### config.mk
export PLATFORM = sky130hd
export DESIGN_NAME = rst_rename_ctrl
export DESIGN_NICKNAME = d
export VERILOG_FILES = /design/src/rtl/rst_ctrl_pkg.sv /design/src/rtl/tag_ring_ptr.sv /design/src/rtl/rst_rename_ctrl.sv
export SDC_FILE = /design/constraint.sdc
export NUM_CORES = 1
export LEC_CHECK = 0
export CAP_MARGIN = 20
export CORE_UTILIZATION = 45
export CTS_BUF_LIST = sky130_fd_sc_hd__clkbuf_16
export DETAILED_ROUTE_END_ITERATION = 7
export GPL_TIMING_DRIVEN = 0
export PLACE_DENSITY = 0.82
export REMOVE_ABC_BUFFERS = 1
export SYNTH_ARGS = -nofsm -noshare
export SYNTH_HDL_FRONTEND = slang
export SYNTH_SLANG_ARGS = --single-unit
export TNS_END_PERCENT = 50
### constraint.sdc
create_clock -name clock -period 3.14 [get_ports clock]
set_input_delay 0.628 -clock clock [delete_from_list [all_inputs] [get_ports clock]]
set_output_delay 0.628 -clock clock [all_outputs]
set_load 0.02 [all_outputs]
### src/rtl/rst_ctrl_pkg.sv
// Shared constants and state encoding for the register-status-table rename/commit sequencer.
package rst_ctrl_pkg;

  localparam int TAG_W     = 5;
  localparam int ARCH_W    = 5;
  localparam int DEPTH     = 1 << TAG_W;
  localparam int FLUSH_CYC = 2;

  typedef enum logic [1:0] {
    RUN   = 2'd0,
    FLUSH = 2'd1,
    HOLD  = 2'd2
  } ctrl_state_e;

endpackage

### src/rtl/tag_ring_ptr.sv
// Head/tail ROB tag pointers with an extra wrap bit; derives occupancy, full and empty.
module tag_ring_ptr #(
  parameter int TAG_W = rst_ctrl_pkg::TAG_W
) (
  input  logic             clock,
  input  logic             reset,
  input  logic             clear_i,
  input  logic             push_i,
  input  logic             pop_i,
  output logic [TAG_W-1:0] head_o,
  output logic [TAG_W-1:0] tail_o,
  output logic [TAG_W:0]   count_o,
  output logic             full_o,
  output logic             empty_o
);
  import rst_ctrl_pkg::*;

  logic [TAG_W:0] head_q, head_d;
  logic [TAG_W:0] tail_q, tail_d;

  always_comb begin
    head_d = head_q;
    tail_d = tail_q;
    if (clear_i) begin
      head_d = '0;
      tail_d = '0;
    end else begin
      if (push_i) tail_d = tail_q + (TAG_W+1)'(1);
      if (pop_i)  head_d = head_q + (TAG_W+1)'(1);
    end
  end

  always_ff @(posedge clock or posedge reset) begin
    if (reset) begin
      head_q <= '0;
      tail_q <= '0;
    end else begin
      head_q <= head_d;
      tail_q <= tail_d;
    end
  end

  // The wrap bit separates "all slots used" from "no slots used" when indices match.
  assign head_o  = head_q[TAG_W-1:0];
  assign tail_o  = tail_q[TAG_W-1:0];
  assign count_o = tail_q - head_q;
  assign empty_o = (head_q == tail_q);
  assign full_o  = (head_q[TAG_W-1:0] == tail_q[TAG_W-1:0]) && (head_q[TAG_W] != tail_q[TAG_W]);

endmodule

### src/rtl/rst_rename_ctrl.sv
// Rename/commit sequencer: issues rst tag writes on dispatch, tag clears on commit, flush on mispredict.
// Optional stall statistics enabled by defining RST_CTRL_STATS_EN.
module rst_rename_ctrl #(
  parameter int TAG_W     = rst_ctrl_pkg::TAG_W,
  parameter int ARCH_W    = rst_ctrl_pkg::ARCH_W,
  parameter int FLUSH_CYC = rst_ctrl_pkg::FLUSH_CYC
) (
  input  logic              clock,
  input  logic              reset,
  input  logic              disp_req,
  input  logic              disp_has_dest,
  input  logic [ARCH_W-1:0] disp_rd,
  output logic              disp_gnt,
  output logic [TAG_W-1:0]  disp_tag,
  input  logic              cmt_req,
  input  logic              cmt_has_dest,
  output logic              cmt_ack,
  input  logic              mispredict,
  output logic              rst_wen,
  output logic [ARCH_W-1:0] rst_waddr,
  output logic [TAG_W-1:0]  rst_wdata,
  output logic              rst_rb_valid,
  output logic [TAG_W-1:0]  rst_rb_tag,
  output logic              rst_flush,
  output logic              full,
  output logic              empty,
  output logic [TAG_W:0]    count,
  output logic [15:0]       stall_cnt
);
  import rst_ctrl_pkg::*;

  localparam int HC_W = (FLUSH_CYC > 1) ? $clog2(FLUSH_CYC) : 1;

  ctrl_state_e       state_q, state_d;
  logic [HC_W-1:0]   hold_q, hold_d;
  logic [TAG_W-1:0]  head_tag;
  logic              run, flush_go;

  logic              wen_q, wen_d;
  logic [ARCH_W-1:0] waddr_q, waddr_d;
  logic [TAG_W-1:0]  wdata_q, wdata_d;
  logic              rbv_q, rbv_d;
  logic [TAG_W-1:0]  rbtag_q, rbtag_d;
  logic              flush_q;

  tag_ring_ptr #(.TAG_W(TAG_W)) u_ptr (
    .clock   (clock),
    .reset   (reset),
    .clear_i (flush_go),
    .push_i  (disp_gnt),
    .pop_i   (cmt_ack),
    .head_o  (head_tag),
    .tail_o  (disp_tag),
    .count_o (count),
    .full_o  (full),
    .empty_o (empty)
  );

  // Mispredict wins over dispatch and commit in the same cycle.
  assign run      = (state_q == RUN);
  assign flush_go = run & mispredict;
  assign disp_gnt = run & ~mispredict & disp_req & ~full;
  assign cmt_ack  = run & ~mispredict & cmt_req & ~empty;

  always_comb begin
    state_d = state_q;
    hold_d  = hold_q;
    case (state_q)
      RUN:   if (mispredict) state_d = FLUSH;
      FLUSH: begin
        state_d = HOLD;
        hold_d  = '0;
      end
      HOLD: begin
        if (hold_q == HC_W'(FLUSH_CYC - 1)) state_d = RUN;
        else                               hold_d  = hold_q + HC_W'(1);
      end
      default: state_d = RUN;
    endcase
  end

  always_comb begin
    wen_d   = disp_gnt & disp_has_dest;
    waddr_d = wen_d ? disp_rd  : waddr_q;
    wdata_d = wen_d ? disp_tag : wdata_q;
    rbv_d   = cmt_ack & cmt_has_dest;
    rbtag_d = rbv_d ? head_tag : rbtag_q;
  end

  always_ff @(posedge clock or posedge reset) begin
    if (reset) begin
      state_q <= RUN;
      hold_q  <= '0;
      wen_q   <= 1'b0;
      waddr_q <= '0;
      wdata_q <= '0;
      rbv_q   <= 1'b0;
      rbtag_q <= '0;
      flush_q <= 1'b0;
    end else begin
      state_q <= state_d;
      hold_q  <= hold_d;
      wen_q   <= wen_d;
      waddr_q <= waddr_d;
      wdata_q <= wdata_d;
      rbv_q   <= rbv_d;
      rbtag_q <= rbtag_d;
      flush_q <= flush_go;
    end
  end

  assign rst_wen      = wen_q;
  assign rst_waddr    = waddr_q;
  assign rst_wdata    = wdata_q;
  assign rst_rb_valid = rbv_q;
  assign rst_rb_tag   = rbtag_q;
  assign rst_flush    = flush_q;

`ifdef RST_CTRL_STATS_EN
  logic [15:0] stall_q, stall_d;

  always_comb begin
    stall_d = stall_q;
    if (disp_req && !disp_gnt && stall_q != 16'hFFFF) stall_d = stall_q + 16'd1;
  end

  always_ff @(posedge clock or posedge reset) begin
    if (reset) stall_q <= '0;
    else       stall_q <= stall_d;
  end

  assign stall_cnt = stall_q;
`else
  assign stall_cnt = 16'd0;
`endif

endmodule
# Word-level counts from Yosys, hierarchy flattened
# Cells that the tools add are included.
[op_classes] n_addsub=4 eq_ne=7 mux=9 bitwise=11 reduce_logical=6
[ops] op="6-bit two-way mux" n=4
[ops] op="6-bit by 1-bit adder with 6-bit output (second input constant)" n=2
[ops] op="1-bit bitwise AND" n=8
[ops] op="6-bit == test" n=1
[ops] op="2-bit one-hot mux with 3 select lines" n=1
[ops] op="2-bit nonzero test" n=3
[ops] op="6-bit subtractor" n=1
[ops] op="5-bit == test" n=1
[ops] op="2-bit two-way mux" n=2
[ops] op="2-bit != test (second input constant)" n=2
[ops] op="1-bit NOT" n=3
[ops] op="2-bit by 1-bit == test with 1-bit output (second input constant)" n=1
[ops] op="2-bit == test (second input constant)" n=1
[ops] op="2-bit zero test" n=1
[ops] op="1-bit one-hot mux with 2 select lines" n=1
[ops] op="2-bit AND reduction" n=1
[ops] op="1-bit adder (second input constant)" n=1
[ops] op="1-bit logical AND" n=1
[ops] op="1-bit two-way mux" n=1
[ops] op="1-bit != test" n=1
[totals] ff_bits=33 input_bits=12 word_cells=47

# Logic depth before layout (Yosys ltp)
[logic_depth] word_depth=6 ltp_mapped=8 ltp_nobuf=7

# Cells and area by module
# From an unflattened synthesis, not the netlist that was laid out.
[unflattened] cells_unflattened=168 area_unflattened_um2=1885.6
[by_module_without_submodules] module="rst_rename_ctrl" n_inst=1 cells_per_inst=74 area_per_inst_um2=1026.0 seq_area_each_um2=525.5
[by_module_without_submodules] module="tag_ring_ptr" n_inst=1 cells_per_inst=94 area_per_inst_um2=859.6 seq_area_each_um2=300.3

# Least setup slack after synthesis
# Ideal clock, no wire load.
[synth_timing] path_kind="register to output" start="register u_ptr.tail_q[3]" end="output cmt_ack" arrival_ns=1.688 setup_slack_ns=0.824 stages_incl_launch_ff=5 n_path_buf=0 cell_sequence="dfrtp_1 -> ha_1 -> nand4_1 -> o31ai_1 -> nor2_1"
[synth_via] elab_chain_len=3
[synth_rtl] item="from (decl)" line_no="tag_ring_ptr.sv:19" text="logic [TAG_W:0] tail_q, tail_d;"
[synth_rtl] item="from (signal assigned)" line_no="tag_ring_ptr.sv:39" text="tail_q <= tail_d;"
[synth_rtl] item="6-bit == test" line_no="tag_ring_ptr.sv:47" text="assign empty_o = (head_q == tail_q);"
[synth_rtl] item="1-bit NOT" line_no="rst_rename_ctrl.sv:63" text="assign cmt_ack = run & ~mispredict & cmt_req & ~empty;"
[synth_rtl] item="1-bit bitwise AND" line_no="rst_rename_ctrl.sv:63"
[synth_rtl] item="to (decl)" line_no="rst_rename_ctrl.sv:17" text="output logic cmt_ack,"
# No other way between the ends.

# Final worst setup path
[layout_timing] start="register u_ptr.head_q[1]" end="output count[3]"
[layout_via] elab_chain_len=1
[layout_rtl] item="from (decl)" line_no="tag_ring_ptr.sv:18" text="logic [TAG_W:0] head_q, head_d;"
[layout_rtl] item="from (signal assigned)" line_no="tag_ring_ptr.sv:35" text="head_q <= '0;"
[layout_rtl] item="from (signal assigned)" line_no="tag_ring_ptr.sv:38" text="head_q <= head_d;"
[layout_rtl] item="6-bit subtractor" line_no="tag_ring_ptr.sv:46" text="assign count_o = tail_q - head_q;"
[layout_rtl] item="to (decl)" line_no="rst_rename_ctrl.sv:27" text="output logic [TAG_W:0] count,"
# No other way between the ends.

==> flow_summary_export.csv <==
group,metric,value,unit
logic_synthesis,fraction_of_synthesized_cell_area_taken_by_the_top_area_cell_type,42.7,%
logic_synthesis,ys_flop_type,"sky130_fd_sc_hd__dfrtp_1",
place,globalplace.congestion,0.933,
power,leakage,1.26,nW
finish,final_design_area_no_fill,2530,um2
logic_synthesis,asyncSetResetFlopFracSynth,100,%
finish,n_fill_cell,317,
drt,drtIter0Drc,95,
min_path,holdCritStartpoint,"rst_waddr[3]",
global_route,grt_max_degree,23,
clock_tree,clkLatencyLatePin,0.27,ns
floorplan,design.core.area,4060,um2
finish,layout.area.seq,826,um2
finish,drive_gt1_share,15.1,%
clock_tree,clock_path_buffers,2,
sta,min_period_over_period,94.8,%
finish,multiInputGateArea,960,um2
logic_synthesis,yosysUniqueCellTypes,41,
global_route,gr-usage-all-layers,18.0,%
min_path,hold_class,"reg -> reg",
logic_synthesis,synthesis.yosys.warnings,0,
logic_synthesis,netlist_instances,179,
logic_synthesis,synth_top_cells_by_area,"sky130_fd_sc_hd__dfrtp_1 43%, sky130_fd_sc_hd__buf_4 8.1%, sky130_fd_sc_hd__ha_1 7.1%",
drt,post_route_ant_nets,0,
drt,first_pass_iters,4,
sta,timing_worst_slew_pin_value,0.659,ns
outcome,status,"complete, no violations",
floorplan,floorplan.initialDensity,47.7,%
logic_synthesis,synth-edff-count,0,
worst_setup_path,critical_path.startpoint_type,"register",
logic_synthesis,synth_top_area_cell,"sky130_fd_sc_hd__dfrtp_1",
worst_setup_path,timing.critical_path.required,2.51,ns
floorplan,rows,23,
clock_tree,cts_buffers,5,
worst_setup_path,worstSetupPathType,"reg -> out",
global_route,first_global_vias,1327,
power,p_per_area,905,nW/um2
floorplan,dieWidth,67.6,um
global_route,grt_overflow,0,
sta,rsz0062_at_grt,"false",
clock_tree,clk_pin_slew,0.05,ns
power,power.ir.vdd_worst,499,uV
sta,maxClockFrequency,0.336,GHz
finish,area_delta_synth_final,30.8,%
sta,final_clock_skew,0.00154,ns
floorplan,dieArea,4570,um2
sta,finalWorstPathRequiredPeriod,2.98,ns
clock_tree,cts_tree,"done",
drt,route.vias.total,1426,
finish,fin_nets,248,
sta,report.final.hold_viol_count,0,
floorplan,chipHeight,67.6,um
place,detailed_place_hpwl,2700,um
floorplan,boundaryPins,61,
worst_setup_path,critical_path.max_fanout,4,
global_route,wire_length_of_the_first_global_routing_pass,6070,um
logic_synthesis,synth_register_bits,33,
job,max_cap_viol_count,0,
clock_tree,cts_hold_buffers,0,
worst_setup_path,cp-startpoint,"u_ptr.head_q[1]",
worst_setup_path,worst-endpoint-arrival,2.35,ns
drt,avg_wl_per_cell,13.7,um
sta,timing.final.max_slew_violations,0,
logic_synthesis,synth_area,1940,um2
sta,finalSetupTns,0,ns
worst_setup_path,endpoint_kind,"primary output",
worst_setup_path,critical_path.reg2reg.startpoint,"u_ptr.tail_q[4]",
drt,routed_wl,3760,um
place,port_buffers,44,
clock_tree,clock_tree.root_cell,"sky130_fd_sc_hd__clkbuf_16",
clock_tree,ctsHtreeMaxLevel,2,
clock_tree,clock-sinks,33,
place,postPlaceCellArea,2340,um2
drt,route.detailed.drc,0,
sta,setup_viol,0,
sta,hold_ws,0.507,ns
finish,n_antenna_cell,0,
drt,detail_route.vias_per_cell,5.19,
logic_synthesis,synth-seq-area-share,42.7,%
sta,timing.slew.headroom,55.9,%
global_route,antenna_violations_before_repair,0,
logic_synthesis,syn_area_per_cell,10.8,um2
## synth_stat cells (2+ instances only)
cell / number
sky130_fd_sc_hd__nand2b_1: 3
sky130_fd_sc_hd__nor2b_1: 3
sky130_fd_sc_hd__nor2_1: 5
sky130_fd_sc_hd__and3_1: 3
sky130_fd_sc_hd__mux2_4: 9
sky130_fd_sc_hd__a21oi_1: 2
sky130_fd_sc_hd__nand3_1: 6
sky130_fd_sc_hd__mux2_2: 7
sky130_fd_sc_hd__nand4_1: 5
sky130_fd_sc_hd__ha_1: 11
sky130_fd_sc_hd__o31ai_1: 2
sky130_fd_sc_hd__nand2_1: 13
sky130_fd_sc_hd__o21ai_0: 9
sky130_fd_sc_hd__buf_6: 2
sky130_fd_sc_hd__inv_1: 15
sky130_fd_sc_hd__buf_4: 21
sky130_fd_sc_hd__dfrtp_1: 33
sky130_fd_sc_hd__xnor2_1: 4
sky130_fd_sc_hd__mux2i_1: 3
sky130_fd_sc_hd__xor2_1: 2
## cells in the final DEF, fill, tap and decap left out, types with 2 or more instances in the layout
cell and instances:
sky130_fd_sc_hd__dlymetal6s2s_1 3, sky130_fd_sc_hd__mux2_4 9, sky130_fd_sc_hd__a21oi_1 2, sky130_fd_sc_hd__clkdlybuf4s50_1 40
sky130_fd_sc_hd__and3_1 3, sky130_fd_sc_hd__nand2_1 13, sky130_fd_sc_hd__clkinv_2 2, sky130_fd_sc_hd__nor2_1 5
sky130_fd_sc_hd__o21ai_0 9, sky130_fd_sc_hd__inv_1 16, sky130_fd_sc_hd__xor2_1 2, sky130_fd_sc_hd__buf_4 2
sky130_fd_sc_hd__nand3_1 6, sky130_fd_sc_hd__clkbuf_16 5, sky130_fd_sc_hd__dfrtp_1 33, sky130_fd_sc_hd__nand2b_1 3
sky130_fd_sc_hd__nand4_1 5, sky130_fd_sc_hd__xnor2_1 4, sky130_fd_sc_hd__conb_1 16, sky130_fd_sc_hd__mux2_2 7
sky130_fd_sc_hd__nor2b_1 2, sky130_fd_sc_hd__mux2i_1 3, sky130_fd_sc_hd__ha_1 10
## worst paths after layout
path,endpoint,slack [ns],cells after the start
min in group asynchronous,rst_waddr[0],0.70,2
min,rst_waddr[3],0.51,1
max,count[3],0.16,7
min reg2reg,rst_waddr[3],0.51,1
max in group asynchronous,rst_rb_valid,1.96,3
max reg2reg,rst_waddr[4],0.83,5
## final cells by class
type	instances	share of cell area [%]
multi-input cells	122	37.9
flip-flops and latches	33	32.6
repair buffers	47	19.3
clock buffers	5	4.94
well taps	50	2.47
inverters	15	2.22
clock inverters	3	0.543
## repair_timing
item                                    4_1_cts  5_1_grt
pin swaps                                     0        2
resized for setup                             4        6
cloned                                        0        0
endpoints found under the setup margin        3        3
buffers inserted                              0        2
hold endpoints to repair                      0        0
## sequential cells by signal (all words and copies together) (netlist names)
register      cells
rst_flush         1
rst_rb_valid      1
state_q           2
rst_waddr         5
u_ptr.head_q      6
rst_wen           1
hold_q            1
rst_wdata         5
rst_rb_tag        5
u_ptr.tail_q      6
## stage by stage
stage	total power (W)	setup slack [ns]	instances	util, %
final	0.00229	0.164	275	62.4
after global routing	0.00243	0.0552	275	62.4
after CTS	0.00226	0.0000266	273	61.4
after detailed placement	0.00178	-0.0992	265	57.6
after global placement	0.00176	-0.0991	264	56.9
after floorplan	0.00133	0.722	170	-
## routing by layer
metal	up-vias	track usage (%)	wire, um
li1	678	-	-
met1	677	22.6	1620
met2	62	28.7	1830
met3	9	3.89	244
met4	0	9.31	72
met5	-	0	0
## power by group
part | internal, W | leakage, nW | total, W | switching [W]
clock | 0.000287 | 0.0748 | 0.000453 | 0.000166
combinational | 0.000583 | 0.741 | 0.00123 | 0.000645
sequential | 0.000529 | 0.442 | 0.000609 | 0.0000797
## worst max-delay path, cell delays in order, from the launching register on
cell and delay [ns]:
sky130_fd_sc_hd__dfrtp_1 0.42, sky130_fd_sc_hd__inv_1 0.17, sky130_fd_sc_hd__ha_1 0.29, sky130_fd_sc_hd__nor2b_1 0.14, sky130_fd_sc_hd__o21a_1 0.18, sky130_fd_sc_hd__nor2_1 0.12
sky130_fd_sc_hd__xnor2_1 0.12, sky130_fd_sc_hd__clkdlybuf4s50_1 0.62
## logic make-up after synthesis
logic type / synth area share [%]
flip-flops: 42.7
XOR/XNOR: 2.71
multiplexers: 12.6
buffers and inverters: 12.5
AO/OA/AOI/OAI: 9.24
other: 0.194
adder cells (fa/ha/maj): 8.14
AND/OR/NAND/NOR: 12.0
(Power assumes the default switching activity.)
